--- config.mk ---
export PLATFORM = sky130hd
export DESIGN_NAME = ss_ddr_arbiter_flat
export DESIGN_NICKNAME = d
export VERILOG_FILES = /design/src/rtl/ss_ddr_arbiter_pkg.sv /design/src/rtl/ss_ddr_arbiter_if.sv /design/src/rtl/ss_ddr_arbiter_rr_pick.sv /design/src/rtl/ss_ddr_arbiter.sv /design/src/flat_wrapper.sv
export SDC_FILE = /design/constraint.sdc
export NUM_CORES = 1
export LEC_CHECK = 0
export ABC_CLOCK_PERIOD_IN_PS = 5000
export CAP_MARGIN = 20
export CORE_AREA = 2 2 184 186
export DETAILED_ROUTE_END_ITERATION = 7
export DIE_AREA = 0 0 186 188
export PLACE_DENSITY_LB_ADDON = 0.2
export SYNTH_ARGS = -nofsm -noshare
export SYNTH_HDL_FRONTEND = slang
export SYNTH_HIERARCHICAL = 1
export SYNTH_SLANG_ARGS = --single-unit
--- constraint.sdc ---
create_clock -name clk -period 5 [get_ports clk]
set_clock_uncertainty 0.1 [all_clocks]
set_input_delay 0.5 -clock clk [delete_from_list [all_inputs] [get_ports clk]]
set_output_delay 0.5 -clock clk [all_outputs]
set_load 0.005 [all_outputs]
--- src/rtl/ss_ddr_arbiter_pkg.sv ---
// Shared types for the savestate DDR arbiter slice.
// State enum and default channel widths.
package ss_pkg;
  localparam int SS_DDR_AW  = 19;
  localparam int SS_DDR_DW  = 64;
  localparam int SS_DDR_BEW = SS_DDR_DW / 8;

  typedef enum logic {
    IDLE = 1'b0,
    WAIT = 1'b1
  } ss_state_t;
endpackage

--- src/rtl/ss_ddr_arbiter_if.sv ---
// Toggle-handshake DDRAM port: req/ack toggles, addr/we/be/wdata, rdata.
// master drives the request side, slave answers with ack/rdata.
interface ss_ddr_if
  import ss_pkg::*;
#(
  parameter int AW  = SS_DDR_AW,
  parameter int DW  = SS_DDR_DW,
  parameter int BEW = DW / 8
);
  logic           req;
  logic           ack;
  logic [AW-1:0]  addr;
  logic           we;
  logic [BEW-1:0] be;
  logic [DW-1:0]  wdata;
  logic [DW-1:0]  rdata;

  modport master (
    output req, addr, we, be, wdata,
    input  ack, rdata
  );

  modport slave (
    input  req, addr, we, be, wdata,
    output ack, rdata
  );
endinterface

--- src/rtl/ss_ddr_arbiter_rr_pick.sv ---
// 2-way pick: round-robin (RR=1) or fixed client-0 priority (RR=0).
// Ports: elig0/elig1 in, take in (grant edge), pick/any out.
module ss_rr_pick #(
  parameter bit RR = 1'b1
) (
  input  logic clk,
  input  logic reset_n,
  input  logic elig0,
  input  logic elig1,
  input  logic take,
  output logic pick,
  output logic any
);
  // Reset to 1 so client 0 wins the first tie.
  logic last_q;

  assign any = elig0 | elig1;

  always_comb begin
    pick = 1'b0;
    unique case (1'b1)
      elig0 & elig1:  pick = RR ? ~last_q : 1'b0;
      ~elig0 & elig1: pick = 1'b1;
      default:        pick = 1'b0;
    endcase
  end

  always_ff @(posedge clk or negedge reset_n) begin
    if (!reset_n) last_q <= 1'b1;
    else if (take) last_q <= pick;
  end
endmodule

--- src/rtl/ss_ddr_arbiter.sv ---
// Shares one toggle-handshake DDRAM channel between two clients.
// Ports: clk, reset_n, c0_lock, c0/c1 (slave), m (master), busy, owner.
module ss_ddr_arbiter
  import ss_pkg::*;
#(
  parameter int AW  = SS_DDR_AW,
  parameter int DW  = SS_DDR_DW,
  parameter int BEW = DW / 8,
  parameter int RR  = 1
) (
  input  logic     clk,
  input  logic     reset_n,
  input  logic     c0_lock,
  ss_ddr_if.slave  c0,
  ss_ddr_if.slave  c1,
  ss_ddr_if.master m,
  output logic     busy,
  output logic     owner
);
  ss_state_t      state;
  logic           req_q;
  logic [AW-1:0]  addr_q;
  logic           we_q;
  logic [BEW-1:0] be_q;
  logic [DW-1:0]  wdata_q;
  logic           c0_ack_q, c1_ack_q;
  logic [DW-1:0]  c0_rdata_q, c1_rdata_q;
  logic           owner_q;

  logic pend0, pend1, elig0, elig1;
  logic pick, any, take;

  assign pend0 = c0.req ^ c0_ack_q;
  assign pend1 = c1.req ^ c1_ack_q;
  assign elig0 = pend0;
  // Lock only blocks new grants; a client 1 already in WAIT finishes.
  assign elig1 = pend1 & ~c0_lock;
  assign take  = (state == IDLE) & any;

  ss_rr_pick #(
    .RR(RR != 0)
  ) u_pick (
    .clk     (clk),
    .reset_n (reset_n),
    .elig0   (elig0),
    .elig1   (elig1),
    .take    (take),
    .pick    (pick),
    .any     (any)
  );

  always_ff @(posedge clk or negedge reset_n) begin
    if (!reset_n) begin
      state      <= IDLE;
      req_q      <= 1'b0;
      addr_q     <= '0;
      we_q       <= 1'b0;
      be_q       <= '0;
      wdata_q    <= '0;
      c0_ack_q   <= 1'b0;
      c1_ack_q   <= 1'b0;
      c0_rdata_q <= '0;
      c1_rdata_q <= '0;
      owner_q    <= 1'b0;
    end else begin
      unique case (state)
        IDLE: begin
          if (any) begin
            state   <= WAIT;
            req_q   <= ~req_q;
            owner_q <= pick;
            addr_q  <= pick ? c1.addr  : c0.addr;
            we_q    <= pick ? c1.we    : c0.we;
            be_q    <= pick ? c1.be    : c0.be;
            wdata_q <= pick ? c1.wdata : c0.wdata;
          end
        end
        WAIT: begin
          if (req_q == m.ack) begin
            state <= IDLE;
            if (owner_q) begin
              c1_ack_q <= ~c1_ack_q;
              if (!we_q) c1_rdata_q <= m.rdata;
            end else begin
              c0_ack_q <= ~c0_ack_q;
              if (!we_q) c0_rdata_q <= m.rdata;
            end
          end
        end
      endcase
    end
  end

  assign m.req    = req_q;
  assign m.addr   = addr_q;
  assign m.we     = we_q;
  assign m.be     = be_q;
  assign m.wdata  = wdata_q;
  assign c0.ack   = c0_ack_q;
  assign c0.rdata = c0_rdata_q;
  assign c1.ack   = c1_ack_q;
  assign c1.rdata = c1_rdata_q;
  assign busy     = (state == WAIT);
  assign owner    = owner_q;
endmodule

--- src/flat_wrapper.sv ---
// flat-port wrapper written by rule: the top's interface ports become plain ports
module ss_ddr_arbiter_flat import ss_pkg::*;
#(
  parameter int AW  = SS_DDR_AW,
  parameter int DW  = SS_DDR_DW,
  parameter int BEW = DW / 8,
  parameter int RR  = 1
)
  (clk, reset_n, c0_lock, busy, owner, c0_req, c0_addr, c0_we, c0_be, c0_wdata, c0_ack, c0_rdata, c1_req, c1_addr, c1_we, c1_be, c1_wdata, c1_ack, c1_rdata, m_req, m_addr, m_we, m_be, m_wdata, m_ack, m_rdata);
  ss_ddr_if #(.AW(AW), .DW(DW), .BEW(BEW)) c0_i ();
  ss_ddr_if #(.AW(AW), .DW(DW), .BEW(BEW)) c1_i ();
  ss_ddr_if #(.AW(AW), .DW(DW), .BEW(BEW)) m_i ();
  input  logic clk;
  input  logic reset_n;
  input  logic c0_lock;
  output logic busy;
  output logic owner;
  input wire logic [$bits(c0_i.req)-1:0] c0_req;
  input wire logic [$bits(c0_i.addr)-1:0] c0_addr;
  input wire logic [$bits(c0_i.we)-1:0] c0_we;
  input wire logic [$bits(c0_i.be)-1:0] c0_be;
  input wire logic [$bits(c0_i.wdata)-1:0] c0_wdata;
  output wire logic [$bits(c0_i.ack)-1:0] c0_ack;
  output wire logic [$bits(c0_i.rdata)-1:0] c0_rdata;
  input wire logic [$bits(c1_i.req)-1:0] c1_req;
  input wire logic [$bits(c1_i.addr)-1:0] c1_addr;
  input wire logic [$bits(c1_i.we)-1:0] c1_we;
  input wire logic [$bits(c1_i.be)-1:0] c1_be;
  input wire logic [$bits(c1_i.wdata)-1:0] c1_wdata;
  output wire logic [$bits(c1_i.ack)-1:0] c1_ack;
  output wire logic [$bits(c1_i.rdata)-1:0] c1_rdata;
  output wire logic [$bits(m_i.req)-1:0] m_req;
  output wire logic [$bits(m_i.addr)-1:0] m_addr;
  output wire logic [$bits(m_i.we)-1:0] m_we;
  output wire logic [$bits(m_i.be)-1:0] m_be;
  output wire logic [$bits(m_i.wdata)-1:0] m_wdata;
  input wire logic [$bits(m_i.ack)-1:0] m_ack;
  input wire logic [$bits(m_i.rdata)-1:0] m_rdata;
  assign c0_i.req = c0_req;
  assign c0_i.addr = c0_addr;
  assign c0_i.we = c0_we;
  assign c0_i.be = c0_be;
  assign c0_i.wdata = c0_wdata;
  assign c0_ack = c0_i.ack;
  assign c0_rdata = c0_i.rdata;
  assign c1_i.req = c1_req;
  assign c1_i.addr = c1_addr;
  assign c1_i.we = c1_we;
  assign c1_i.be = c1_be;
  assign c1_i.wdata = c1_wdata;
  assign c1_ack = c1_i.ack;
  assign c1_rdata = c1_i.rdata;
  assign m_req = m_i.req;
  assign m_addr = m_i.addr;
  assign m_we = m_i.we;
  assign m_be = m_i.be;
  assign m_wdata = m_i.wdata;
  assign m_i.ack = m_ack;
  assign m_i.rdata = m_rdata;
  ss_ddr_arbiter #(.AW(AW), .DW(DW), .BEW(BEW), .RR(RR)) u_core (.clk(clk), .reset_n(reset_n), .c0_lock(c0_lock), .c0(c0_i), .c1(c1_i), .m(m_i), .busy(busy), .owner(owner));
endmodule
==> summary by stage <==
Status
The flow ran to the end, and the final reports show no timing, DRC or antenna violations.

Placed design
The congestion estimate from routability-driven global placement came to 0.8036. Port buffering added 478 buffers. The half-perimeter wire length of the detailed placement result is 22690 um.

STA
Setup violations remaining at the end of the flow were counted as 0. The count of pins over their slew limit is 0. Static timing analysis puts the maximum clock frequency at 0.3540 GHz. The slew at the pin closest to its max-slew limit is 970.3 ps. Setup repair after global routing left no endpoint under its margin. The worst max-slew margin expressed relative to the limit is 35.15%.

The worst hold slack is 372.9 ps. The final hold violation count is 0. The final cycle utilization of the critical path is 56.51%. The final sum of negative setup slack is 0 ps.

The shortest period the worst path allows is 2825 ps.

Drt
The detailed router placed 7089 vias in this run. The number of routed nets with antenna violations is 0. Dividing the detail-routed via count by the number of cells gives 4.330. In this run, the number of DRC markers left after iteration 0 of detailed routing was 180. After detailed routing, the number of remaining DRC violations is 0. In the final routed layout, each cell accounts on average for 18.50 um.

For this block, the routed nets add up to 30280 um of wire. Before antenna repair, the detailed router went through 6 iterations.

Setup path
The kind of cell with the highest combined delay along the critical path is compound AO/OA/AOI/OAI gates. The worst flop-to-flop path startpoint is u_core/c1.ack. The startpoint class of the critical path is a flip-flop. The number of buffers and inverters on the critical path is 1. The slowest library cell on the worst path is a21boi_4.

The worst setup path is of the reg -> reg kind. At the worst endpoint, the arrival time is 3110 ps. The biggest fanout along the worst timing path is 21. The internal reg-to-reg setup slack is 2170 ps. In this run the critical register-to-register path is captured at u_core/m.wdata[56]. The worst setup path is captured at a flip-flop. The worst reg2reg path depth is 6. The maximum cell stage delay along the critical path is 850 ps. For the worst setup path, the data required time is 5290 ps. Walking the worst path, the cells encountered are xnor2_1, nor2_1, a21boi_4, buf_4, mux2i_1, o21ai_1.

Final layout
The most common cell after layout, fill and taps aside is clkdlybuf4s50_1. The area taken by multi-input logic gates is 3575 um2. The fraction of final layout cells with drive strength greater than 1 is 10.68%. In the final design database the tool counted 1423 nets. Compared with the post-synthesis result, the final layout area differs by 65.89%. Leaving out fill and tap cells, the most frequent cells in the layout are clkdlybuf4s50_1, dfrtp_1, nand2_1. The repair_antennas step left the layout with diodes totalling 0.

Fill cells in the final layout number 2985. The utilization after layout is 47.55%. The sequential cell area is 5657 um2.

Floorplan
The floorplan row count is 67. Measured along the x axis, the die boundary spans 186 um. Measured along the y axis, the die boundary spans 188 um. The floorplan step defined a core boundary enclosing 33110 um2. The die covers 34970 um2.

The number of top-level pins is 479. Once the floorplan was initialized, standard cells occupied 28.66% of the core.

Pwr
The worst-case vdd ir drop is 0.0002671 V. The analysis attributes to net switching a power of 2.947 mW. Sequential cells account for 33.4% of the total power.

Summed over all cells, the static leakage comes to 6.597 nW. The share of power burned in the clock network is 22.3%. Of the total power, the share spent switching nets is 30.10%. The fraction of power consumed by combinational cells is 44.3%.

The internal power is 6.844 mW. The cell area power density is 621.9 nW/um2.

Clocking
TritonCTS created 28 clock buffers. CTS built an H-tree with a depth of 1. The clock tree root buffer cell is clkbuf_16.

The clock-pin slew reported for the worst setup and hold paths after clock tree synthesis is 60 ps. TritonCTS built the clock tree. The clock reaches the later pin of the worst-skew pair after 540 ps. The maximum number of buffers from clock root to sink is 3. Clock tree synthesis found a total of 226 sinks. The quantity of gates resized following cts is 0.

Min path
The worst hold path was traced through 2 stages. The worst min-delay path endpoint is u_core/m.wdata[60]. The class of the tightest hold or removal check is reg -> reg. The hold path startpoint is u_core/m.wdata[60].

GRT
Entering global routing, the biggest net connects 119 pins. The first global-routing pass estimated 44800 um of wire. The via count of the first global-routing pass came to 7493. After global routing the overflow that remains totals 0. For this run, the total global-route usage over all layers was measured as 16.85%. The number of antenna violations at the first check in global routing was 0.

Synth
During synthesis, Yosys emitted a total of 6 warnings. The number of distinct library cells after synthesis is 24. The total standard cell area after synthesis is 9490 um2. The number of nets produced by synthesis is 951. The flop and latch count out of synthesis is 226. The mean instance size in the synthesized netlist is 13.62 um2. Synthesis produced 697 cells. The share of the Yosys chip area taken by registers is 59.60%.

Run
The tool flagged a number of max-cap violations equal to 0.
## through the flow
step	setup WS (ps)	total power, mW	area (um2)	std cells
3_5_place_dp	1698	7.729	14720	1586
2_1_floorplan	2993	5.069	9490	697
4_1_cts	2105	9.973	15740	1637
5_1_grt	1937	10.43	15740	1637
6_report	2175	9.791	15740	1637
3_3_place_gp	1710	7.665	14700	1585
## metal layers
layer  up-vias  routed length [um]  GRT usage (%)
met5         -                   0              0
met3        49                2831          5.399
met2       321               15420          30.75
li1       3368                   -              -
met1      3351               11180          18.32
met4         0                 854          5.239
## worst reg2reg max path, cell delays in order, from the launching register on
cell and delay [ps]:
dfrtp_1 450, xnor2_1 160, nor2_1 350, a21boi_4 860, buf_4 450, mux2i_1 240, o21ai_1 80
## worst max path at each step
stage	from	slack [ps]	depth (start not counted)	end
floorplan	c0_req	2990	8	u_core/u_pick/last_q
global placement	c1_req	1710	7	u_core/m.wdata[47]
detailed placement	c1_req	1700	7	u_core/m.wdata[53]
CTS	u_core/c1.ack	2100	6	u_core/m.wdata[48]
global route	u_core/c1.ack	1940	6	u_core/m.wdata[40]
finish	u_core/c1.ack	2170	6	u_core/m.wdata[56]
## repair_timing
action | 4_1_cts | 5_1_grt
hold buffers | 1 | 0
hold endpoints to repair | 68 | 0
setup buffers | 0 | 0
## state kept, by name (all words and copies together), names as in the netlist
| register | count |
|---|---|
| u_core/m.wdata | 64 |
| u_core/m.be | 8 |
| u_core/owner | 1 |
| u_core/m.addr | 19 |
| u_core/c0.ack | 1 |
| u_core/busy | 1 |
| u_core/c0.rdata | 64 |
| u_core/m.we | 1 |
| u_core/m.req | 1 |
| u_core/c1.rdata | 64 |
| u_core/c1.ack | 1 |
| u_core/u_pick/last_q | 1 |
## cell type report
class | instances | share of cell area (%)
clock buffers | 39 | 5.229
clock inverters | 11 | 1.184
well taps | 448 | 3.560
flip-flops and latches | 226 | 35.93
repair buffers | 487 | 31.34
multi-input cells | 424 | 22.71
inverters | 2 | 0.04768
## cell usage after synthesis
master	count	area [um2]
xnor2_2	1	16.27
mux2_4	61	915.9
nor2_1	2	7.510
mux2_1	64	720.7
and4b_1	1	10.01
mux2i_1	92	920.9
or2_2	1	6.260
nand2b_1	1	6.260
o21ai_1	18	90.09
buf_8	7	105.1
clkbuf_1	14	52.55
buf_2	24	120.1
nand3_2	1	10.01
inv_1	2	7.510
nand3_1	1	5.000
a21boi_2	1	11.26
xor2_1	1	8.760
xnor2_1	4	35.03
mux2_2	4	45.04
dfstp_2	1	26.28
nand3b_1	1	7.510
nand2_1	95	356.6
o21ai_0	75	375.4
dfrtp_1	225	5630
## kinds of logic after synthesis
kind of cell,Yosys count,share of synthesized area [%]
DFF,226,59.60
muxes,221,27.42
and+or+nand+nor,103,4.311
AOI/OAI and AO/OA,94,5.023
buffers and inverters,47,3.006
xor gates and xnor gates,6,0.6329
## power by group through the flow
stage / combinational (mW) / clock [mW] / sequential, mW
CTS: 4.44 / 2.25 / 3.29
floorplan: 1.75 / 0 / 3.32
detailed placement: 4.43 / 0 / 3.30
global route: 4.71 / 2.33 / 3.40
global placement: 4.39 / 0 / 3.28
finish: 4.34 / 2.18 / 3.27
No activity file was read; power rests on OpenSTA's default activity.
